===== config.mk =====
export PLATFORM = sky130hd
export DESIGN_NAME = sw_feeder
export DESIGN_NICKNAME = d
export VERILOG_FILES = /design/src/rtl/sw_pkg.sv /design/src/rtl/sw_base_buf.sv /design/src/rtl/sw_feeder.sv
export SDC_FILE = /design/constraint.sdc
export NUM_CORES = 1
export LEC_CHECK = 0
export BUFFER_PORTS_ARGS = -buffer_cell sky130_fd_sc_hd__buf_2
export CELL_PAD_IN_SITES_DETAIL_PLACEMENT = 0
export CELL_PAD_IN_SITES_GLOBAL_PLACEMENT = 1
export CORE_MARGIN = 5
export CORE_UTILIZATION = 48
export CTS_CLUSTER_SIZE = 8
export DETAILED_ROUTE_END_ITERATION = 10
export PLACE_DENSITY = 0.83
export RECOVER_POWER = 100
export SLEW_MARGIN = 20
export SYNTH_ARGS = -nofsm -noshare
export SYNTH_HDL_FRONTEND = slang
export SYNTH_SLANG_ARGS = --single-unit

===== constraint.sdc =====
create_clock -name clk -period 2.3 [get_ports clk]
set_input_delay 0.46 -clock clk [delete_from_list [all_inputs] [get_ports clk]]
set_output_delay 0.46 -clock clk [all_outputs]
set_load 0.1 [all_outputs]

===== src/rtl/sw_pkg.sv =====
// Shared definitions for the Smith-Waterman base-stream feeder.
// Holds the 2-bit base encoding, default frame lengths, the FSM state type
// and a width helper used by the feeder and its base buffers.
package sw_pkg;

    localparam int unsigned BASE_W        = 2;
    localparam int unsigned LEN_REF_DEF   = 64;
    localparam int unsigned LEN_QUERY_DEF = 48;

    // 2-bit nucleotide encoding
    localparam logic [BASE_W-1:0] BASE_A = 2'b00;
    localparam logic [BASE_W-1:0] BASE_C = 2'b01;
    localparam logic [BASE_W-1:0] BASE_G = 2'b10;
    localparam logic [BASE_W-1:0] BASE_T = 2'b11;

    typedef enum logic [1:0] {
        ST_LOAD     = 2'd0,
        ST_STREAM   = 2'd1,
        ST_WAIT_FIN = 2'd2
    } state_t;

    // Address width that never collapses to zero bits
    function automatic int unsigned clog2_min1(input int unsigned n);
        return (n > 1) ? $clog2(n) : 1;
    endfunction

endpackage


===== src/rtl/sw_base_buf.sv =====
// Byte-written, base-indexed sequence buffer.
// Ports:
//   clk      - clock
//   we       - write strobe for one packed byte (four bases)
//   waddr    - byte address to write
//   wdata    - four bases, bits[1:0] earliest
//   ridx     - base index to read
//   rbase_c  - combinational read of base ridx (write-through on same byte)
module sw_base_buf
    import sw_pkg::*;
#(
    parameter  int unsigned DEPTH  = LEN_REF_DEF,
    localparam int unsigned NBYTES = DEPTH / 4,
    localparam int unsigned AW     = clog2_min1(DEPTH / 4),
    localparam int unsigned IW     = clog2_min1(DEPTH)
) (
    input  logic              clk,
    input  logic              we,
    input  logic [AW-1:0]     waddr,
    input  logic [7:0]        wdata,
    input  logic [IW-1:0]     ridx,
    output logic [BASE_W-1:0] rbase_c
);

    logic [7:0]    mem [NBYTES];
    logic [AW-1:0] rbyte_idx;
    logic [7:0]    rbyte;

    assign rbyte_idx = AW'(ridx >> 2);

    // Storage is not reset; contents are always rewritten before use
    always_ff @(posedge clk) begin
        if (we) begin
            mem[waddr] <= wdata;
        end
    end

    // Forward the byte being written so a freshly loaded base is readable at once
    always_comb begin
        rbyte = mem[rbyte_idx];
        if (we && (waddr == rbyte_idx)) begin
            rbyte = wdata;
        end
        case (ridx[1:0])
            2'd0:    rbase_c = rbyte[1:0];
            2'd1:    rbase_c = rbyte[3:2];
            2'd2:    rbase_c = rbyte[5:4];
            default: rbase_c = rbyte[7:6];
        endcase
    end

endmodule


===== src/rtl/sw_feeder.sv =====
// Loads a packed reference and query sequence byte by byte, then streams
// them base by base to a Smith-Waterman aligner and waits for its finish.
// Ports:
//   clk, reset        - clock, asynchronous active-low reset
//   in_valid/in_ready - upstream byte handshake, in_data four packed bases
//   sw_valid          - base stream valid (registered)
//   sw_data_ref/query - reference / query base (registered, 0 when idle)
//   sw_finish         - completion pulse from the aligner (used in WAIT_FIN)
//   busy              - high while streaming or waiting for finish
module sw_feeder
    import sw_pkg::*;
#(
    parameter int unsigned LEN_REF   = LEN_REF_DEF,
    parameter int unsigned LEN_QUERY = LEN_QUERY_DEF
) (
    input  logic              clk,
    input  logic              reset,
    input  logic              in_valid,
    output logic              in_ready,
    input  logic [7:0]        in_data,
    output logic              sw_valid,
    output logic [BASE_W-1:0] sw_data_ref,
    output logic [BASE_W-1:0] sw_data_query,
    input  logic              sw_finish,
    output logic              busy
);

    localparam int unsigned NRB    = LEN_REF / 4;
    localparam int unsigned NQB    = LEN_QUERY / 4;
    localparam int unsigned NB     = NRB + NQB;
    localparam int unsigned BCNT_W = $clog2(NB + 1);
    localparam int unsigned SCNT_W = $clog2(LEN_REF + 1);
    localparam int unsigned RAW    = clog2_min1(NRB);
    localparam int unsigned QAW    = clog2_min1(NQB);
    localparam int unsigned RIW    = clog2_min1(LEN_REF);
    localparam int unsigned QIW    = clog2_min1(LEN_QUERY);

    state_t              state, state_n;
    logic [BCNT_W-1:0]   bcnt;
    logic [SCNT_W-1:0]   scnt;
    logic                accept, last_byte, stream_more, query_live;
    logic                ref_we, qry_we;
    logic [RAW-1:0]      ref_waddr;
    logic [QAW-1:0]      qry_waddr;
    logic [RIW-1:0]      ref_ridx;
    logic [QIW-1:0]      qry_ridx;
    logic [BASE_W-1:0]   ref_base_c, qry_base_c;
    logic                sw_valid_d, in_ready_d, busy_d;
    logic [BASE_W-1:0]   sw_data_ref_d, sw_data_query_d;

    assign accept      = in_valid && in_ready && (state == ST_LOAD);
    assign last_byte   = (bcnt == BCNT_W'(NB - 1));
    assign stream_more = (scnt < SCNT_W'(LEN_REF));
    assign query_live  = (scnt < SCNT_W'(LEN_QUERY));

    // Byte routing: first NRB bytes to the reference, the rest to the query
    assign ref_we    = accept && (bcnt < BCNT_W'(NRB));
    assign qry_we    = accept && !(bcnt < BCNT_W'(NRB));
    assign ref_waddr = RAW'(bcnt);
    assign qry_waddr = QAW'(bcnt - BCNT_W'(NRB));

    // scnt is the index of the next base to present; base 0 is read while loading
    assign ref_ridx = (state == ST_STREAM) ? RIW'(scnt) : '0;
    assign qry_ridx = ((state == ST_STREAM) && query_live) ? QIW'(scnt) : '0;

    sw_base_buf #(.DEPTH(LEN_REF)) u_ref_buf (
        .clk     (clk),
        .we      (ref_we),
        .waddr   (ref_waddr),
        .wdata   (in_data),
        .ridx    (ref_ridx),
        .rbase_c (ref_base_c)
    );

    sw_base_buf #(.DEPTH(LEN_QUERY)) u_qry_buf (
        .clk     (clk),
        .we      (qry_we),
        .waddr   (qry_waddr),
        .wdata   (in_data),
        .ridx    (qry_ridx),
        .rbase_c (qry_base_c)
    );

    // State register
    always_ff @(posedge clk or negedge reset) begin
        if (!reset) begin
            state <= ST_LOAD;
        end else begin
            state <= state_n;
        end
    end

    // Next-state logic
    always_comb begin
        state_n = state;
        case (state)
            ST_LOAD:     if (accept && last_byte) state_n = ST_STREAM;
            ST_STREAM:   if (!stream_more)        state_n = ST_WAIT_FIN;
            ST_WAIT_FIN: if (sw_finish)           state_n = ST_LOAD;
            default:                              state_n = ST_LOAD;
        endcase
    end

    // Output logic: values to be registered on the next edge
    always_comb begin
        sw_valid_d      = 1'b0;
        sw_data_ref_d   = BASE_A;
        sw_data_query_d = BASE_A;
        in_ready_d      = (state_n == ST_LOAD);
        busy_d          = (state_n != ST_LOAD);
        case (state)
            ST_LOAD: begin
                if (accept && last_byte) begin
                    sw_valid_d      = 1'b1;
                    sw_data_ref_d   = ref_base_c;
                    sw_data_query_d = qry_base_c;
                end
            end
            ST_STREAM: begin
                if (stream_more) begin
                    sw_valid_d      = 1'b1;
                    sw_data_ref_d   = ref_base_c;
                    sw_data_query_d = query_live ? qry_base_c : BASE_A;
                end
            end
            default: ;
        endcase
    end

    // Output registers
    always_ff @(posedge clk or negedge reset) begin
        if (!reset) begin
            sw_valid      <= 1'b0;
            sw_data_ref   <= BASE_A;
            sw_data_query <= BASE_A;
            in_ready      <= 1'b1;
            busy          <= 1'b0;
        end else begin
            sw_valid      <= sw_valid_d;
            sw_data_ref   <= sw_data_ref_d;
            sw_data_query <= sw_data_query_d;
            in_ready      <= in_ready_d;
            busy          <= busy_d;
        end
    end

    // Byte and stream counters
    always_ff @(posedge clk or negedge reset) begin
        if (!reset) begin
            bcnt <= '0;
            scnt <= '0;
        end else begin
            case (state)
                ST_LOAD: begin
                    if (accept) begin
                        bcnt <= bcnt + BCNT_W'(1);
                        if (last_byte) begin
                            scnt <= SCNT_W'(1);
                        end
                    end
                end
                ST_STREAM: begin
                    if (stream_more) begin
                        scnt <= scnt + SCNT_W'(1);
                    end
                end
                ST_WAIT_FIN: begin
                    if (sw_finish) begin
                        bcnt <= '0;
                        scnt <= '0;
                    end
                end
                default: ;
            endcase
        end
    end

endmodule


==> impl_results.md, run 1 <==
- Status: finished with violations
- Failing checks: capacitance limit, slew limit, setup timing
- R2r worst-path depth: 10
- Adder-cell share of the synthesized area: 0.01045
- Setup crit start: state[1]
- Post-Place Cell Area: 12,140 um2
- Via count: between 7,000 and 8,000
- Crit path buf inv count: 2
- Net count, final: 926
- Pin count of the biggest net entering global routing: 31
- Sequential share of the synthesized area: 0.6732
- Yosys warning count: 0
- Final wirelength: slightly below 30,000 um
- CTS tree: built
- Fin. max-slew vios: 31
- Worst slew pin tran: between 1500 and 2000 ps
- Worst Setup Slack, final: -74.63 ps
- IO Pins: 19
- Post-synthesis xor/xnor area fraction: 0.005574
- Clk sinks: 245
- Die Width: 159.8 um
- EDFF count, synth: 224
- Commonest cells after routing, fill and taps aside: edfxtp_1, buf_4, nand2_1
- Share of synthesized flip-flops with an asynchronous set or reset: 0.08571
- Die height: 159.8 um
- Distinct cells, synth: 70
- DRT Pass-1 Iters: 7
- Clock-pin slew on the worst setup and hold paths: approximately 50 ps
- Relative slew slack: -0.02653
- CP Cell Sequence: inv_2 -> ha_4 -> and2b_2 -> buf_6 -> a31oi_4 -> o22ai_2 -> or3_4 -> o211ai_1 -> o22ai_1 -> o221a_1
- WS Path Type: reg -> reg
- Met3 wire length: about 2100 um
- Uppermost layer routed: met4
- CTS H-tree depth: 2
- Minimum setup slack among reg-to-reg paths: -70 ps
- Compound-Gate Fraction of Synth Area: 0.1122
- Iter 0 DRT Violations: 605
- Cell count after synthesis: approximately 760
- Clk root buf: clkbuf_16
- Stages on worst setup path: 10
- Reg2reg start: state[1]
- Area delta synth->final: 24.67%
- Detailed Place HPWL: 19,340 um
- CTS buffer count: 36
- CTS Buffer Depth: 3
- Total track usage: 0.2243
- Total power: 12,750 uW
- Critical Path End: sw_data_query[1]
- I/O Buffers: 18
- Post-Synth Simple-Gate Area: 0.09720
- Worst setup SP type: register
- Count of state elements after synthesis: 245
- Avg Cell Area, Syn: between 10 and 15 um2
- CP required: 2670 ps
- Syn Nets: 783
- Most common cell after layout, fill and taps aside: edfxtp_1
- Final core occ: 0.6117
- Clk Latency, worst-skew pair: 490 ps
- Top_reg_cell synth: edfxtp_1
- Share of cells above drive strength 1: 0.2825
- Number of fill cells: roughly 1,600
- Diodes inserted: 0
- First-pass GRT wire length: 44,490 um
- Maxcap violations: 1
- CP Capture Type: register
- Critical Path AT: roughly 2800 ps
- Worst vdd ir: 754.8 uV
- Fin area: 13,430 um2
- Initial Utilization: 0.4907
- Delay-heaviest family, CP: compound AO/OA/AOI/OAI gates
- Power per cell area: 949.5 nW/um2
- Mapped Area: 10,770 um2
- GRT overflow: 0
- Main combinational cell family by area after synthesis: compound AO/OA/AOI/OAI gates
- RSZ-0062 raised after global routing: yes
- Fmax: 421.1 MHz
- CP max-delay cell: or3_4
- Slowest stage delay, CP: 450 ps
- Multiplexer share of the synthesized area: 0.06736
- Hold/Removal Path Class: in -> reg
- Dpl ws: -258.7 ps
- Vias in the first global route: 7,701
- Final Hold Viols: 0
- Vias per inst: just over 6
- Post-route clock period utilization: 1.032
- Antenna violations before repair: 0
- Routed Antenna Nets: 0
- Leakage: ~0.0046 uW
- Gp weighted congestion: 0.9274
- Routed wl met2: 14,410 um
- Met1 WL: 11,130 um
- Fin crit period: around 2400 ps
- CP max FO: 6
- Total Neg Setup Slack: -146.0 ps
- Clock Skews: 12.76 ps
- Crit Reg-Reg Endpoint: sw_data_query[1]
- Post-DR wirelength/cell: around 24 um
- Drt drc: 0
- Core Box Area: about 22,000 um2
- DIE AREA: about 26,000 um2
- Final setup fails: 3
- Site Rows: between 50 and 60
==> layout make-up <==
type / count / area [um2] / area share
clock buffer: 57 / 1001 / 0.07452
multi-input combinational: 450 / 3471 / 0.2584
sequential: 245 / 7262 / 0.5407
tap: 280 / 350.3 / 0.02608
timing repair buffer: 157 / 1291 / 0.09613
inverter: 15 / 56.30 / 0.004192
==> cells in the mapped netlist (5+ instances only) <==
cell | number | area (um2)
and2_1 | 16 | 100.1
buf_6 | 7 | 78.83
nor3_1 | 18 | 90.09
nor2_1 | 50 | 187.7
clkbuf_1 | 17 | 63.81
edfxtp_1 | 224 | 6726
ha_1 | 9 | 112.6
mux2_2 | 14 | 157.7
nand2b_1 | 13 | 81.33
o221ai_1 | 9 | 78.83
nand3_1 | 11 | 55.05
a31oi_1 | 15 | 93.84
dfrtp_1 | 20 | 500.5
buf_4 | 11 | 82.58
buf_2 | 16 | 80.08
o22ai_1 | 9 | 56.30
mux4_2 | 11 | 247.7
a211oi_1 | 26 | 195.2
nand4_1 | 6 | 37.54
o21ai_0 | 25 | 125.1
inv_1 | 15 | 56.30
o31ai_1 | 5 | 37.54
nor2b_1 | 17 | 106.4
a21oi_1 | 20 | 100.1
mux2i_1 | 32 | 320.3
a311oi_1 | 8 | 70.07
nand2_1 | 56 | 210.2
==> per-stage QoR <==
step	cells	hold slack, ps
floorplan	762	164.4
global placement	1138	451.8
detailed placement	1138	463.5
CTS	1202	326.4
global route	1204	360.2
finish	1204	343.7
==> report_power, final <==
part	switching, uW	leakage (uW)	internal [uW]
logic	1710	0.00188	980
registers	194	0.00228	5210
clock network	1730	0.000480	2930
total	3630	0.00464	9120
==> how the worst min path moves through the flow <==
stage               from  endpoint  cells after the start
3_3_place_gp       reset   scnt[0]                      1
3_5_place_dp       reset   scnt[0]                      1
2_1_floorplan      reset   bcnt[0]                      0
6_report       sw_finish   bcnt[4]                      3
4_1_cts        sw_finish   bcnt[4]                      3
5_1_grt        sw_finish   bcnt[4]                      3
==> repair_timing <==
action                                  4_1_cts  5_1_grt
endpoints found under the setup margin        4      152
setup buffers                                 6        2
hold buffers                                  1        0
endpoints found under the hold margin        20        0
pin swaps                                    17       10
resized for setup                            34       36
==> routing by layer <==
metal	track usage	vias up
li1	-	3261
met1	0.2835	3655
met2	0.3795	373
met3	0.04072	107
met4	0.1013	0
met5	0	-
==> sequential cells by signal, summed over array words and instances, names as in the netlist <==
signal         cells
bcnt               5
busy               1
in_ready           1
scnt               7
state              2
sw_data_query      2
sw_data_ref        2
sw_valid           1
u_qry_buf.mem     96
u_ref_buf.mem    128
==> logic make-up (layout without fill, tap and decap cells) <==
logic type / Yosys count / in the layout
adders and majority gates: 9 / 9
AOI/OAI and AO/OA: 168 / 168
buffers and inverters: 67 / 229
and+or+nand+nor: 210 / 210
muxes: 57 / 57
DFF: 245 / 245
xor gates and xnor gates: 6 / 6
==> worst reg2reg max path, stage by stage, from the launching register on <==
cell,delay [ps]
dfrtp_1,370
inv_2,60
ha_4,180
and2b_2,240
buf_6,130
a31oi_4,120
o22ai_2,120
or3_4,450
o211ai_1,220
o22ai_1,130
o221a_1,230
(Power assumes the default switching activity.)
==> run 2, diff against run 1 <==
- CORE_UTILIZATION: 48 -> 26
- PLACE_DENSITY: 0.83 -> 0.53
==> impl_results.md, run 2 (synthesis results as in run 1) <==
- Final core occ: 0.3452
- Hold path startpoint: sw_finish
- WS Path Type: reg -> reg
- Power per cell area: 927.6 nW/um2
- Gp weighted congestion: 0.8393
- Largest register FFs: 128
- Post-DR wirelength/cell: 22.14 um
- Routed wl met2: 15,800 um
- IO Pins: 19
- Die height: 213.6 um
- R2r worst-path depth: 11
- Maxcap violations: 0
- Most common cell after layout, fill and taps aside: edfxtp_1
- Leakage: 0.004850 uW
- GRT overflow: 0
- Clk sinks: 245
- Final setup fails: 4
- Met1 WL: 15,380 um
- Number of fill cells: 4,074
- Post-Place Cells: roughly 1,400
- Post-route clock period utilization: 1.037
- Crit Reg-Reg Endpoint: sw_data_query[0]
- Hold slack: 302.6 ps
- Vias per inst: between 4 and 5
- Fin crit period: 2384 ps
- Total track usage: 0.1439
- Die Width: 213.6 um
- Worst setup SP type: register
- Final wirelength: 32,920 um
- DIE AREA: 45,610 um2
- Relative slew slack: 0.07746
- Final Hold Viols: 0
- Met3 wire length: around 1100 um
- CP Capture Type: register
- Share of cells above drive strength 1: 0.3152
- Site Rows: 74
- Initial Utilization: 0.2633
- Worst vdd ir: 631.3 uV
- Uppermost layer routed: met4
- Area delta synth->final: 31.14%
- Multi-input gate area: 3465 um2
- CP max FO: 5
- CTS tree: built
- Cell Count, Final, Fillers Out: approximately 1,500
- Hold-critical path depth: 3
- I/O Buffers: 18
- Detailed Place HPWL: roughly 22,000 um
- Via count: 7,198
- Reg2reg start: state[0]
- Total power: 13,110 uW
- Dpl ws: -284.6 ps
- Clk Latency, worst-skew pair: 520 ps
- Vias in the first global route: 7,343
- Iter 0 DRT Violations: 561
- Antenna violations before repair: 0
- DRT Pass-1 Iters: 5
- CTS buffer count: 36
- Register area: 7262 um2
- Minimum setup slack among reg-to-reg paths: -80 ps
- Worst slew pin tran: 1384 ps
- First-pass GRT wire length: 48,600 um
- Net count, final: 962
- CTS H-tree depth: 2
- CTS Buffer Depth: 3
- Status: finished with violations
- Clk root buf: clkbuf_16
- RSZ-0062 raised after global routing: yes
- Fmax: roughly 420 MHz
- Drt drc: 0
- Largest register by flop count: u_ref_buf.mem
- Largest regs: u_ref_buf.mem (128), u_qry_buf.mem (96), scnt (7)
- Worst Hold Path EP: bcnt[4]
- Core Box Area: approximately 41,000 um2
- Failing checks: setup timing
- Commonest cells after routing, fill and taps aside: edfxtp_1, buf_4, nand2_1
- Routed Antenna Nets: 0
- Fin. max-slew vios: 0
- Worst Setup Slack, final: -84.33 ps
- Clock-pin slew on the worst setup and hold paths: 60 ps
- Critical Path AT: ~2800 ps
- Pin count of the biggest net entering global routing: 31
- Hold/Removal Path Class: in -> reg
- Clock Skews: just over 8 ps
- CP required: 2750 ps
- Diodes inserted: 0
## run 2: what timing repair did
action | CTS | global route
pin swaps | 12 | 21
gates resized for setup | 47 | 31
hold buffers | 1 | 0
cloned | 0 | 1
setup buffers | 12 | 4
hold endpoints to repair | 20 | 0
endpoints found under the setup margin | 12 | 140
## run 2: through the flow
step           TNS [ps]  area, um2
6_report         -235.5      14130
5_1_grt           -7454      14130
4_1_cts          -128.6      14020
3_5_place_dp      -1358      12680
3_3_place_gp      -1615      12680
2_1_floorplan    -61.96      10810
## run 2: worst max-delay path, stage by stage, from the launching register on
cell	delay, ps
dfrtp_1	410
ha_4	220
and2b_2	240
buf_6	140
a31oi_4	160
o22ai_2	100
buf_4	160
nor3_4	330
buf_4	180
a31oi_1	80
a21o_1	190
a21oi_2	110
## run 2: worst max-delay path by stage
stage                  start          endpoint  slack, ps  cells past startpoint
floorplan           state[1]  sw_data_query[1]        -60                     12
global placement    state[0]  sw_data_query[0]       -280                     11
detailed placement  state[0]  sw_data_query[0]       -280                     11
CTS                 state[1]  sw_data_query[1]        -40                     10
global route        state[1]  sw_data_query[0]       -190                     13
finish              state[0]  sw_data_query[0]        -80                     11
## run 2: area by class of cell
class,count,share of cell area
flip-flops and latches,245,0.5140
multi-input cells,450,0.2452
repair buffers,193,0.1171
clock buffers,51,0.07147
well taps,532,0.04711
inverters,15,0.003985
clock inverters,1,0.001151
## run 2: routing by layer
metal	track usage	up-vias
met3	0.02268	40
met1	0.2033	3671
li1	-	3338
met2	0.2323	149
met4	0.03925	0
met5	0	-
## run 2: where the power goes
part           internal, uW  total, uW  switching, uW  leakage (uW)
clock                  3010       4860           1850      0.000497
sequential             5200       5430            223       0.00228
combinational          1100       2820           1720       0.00207
total                  9310      13100           3800       0.00485
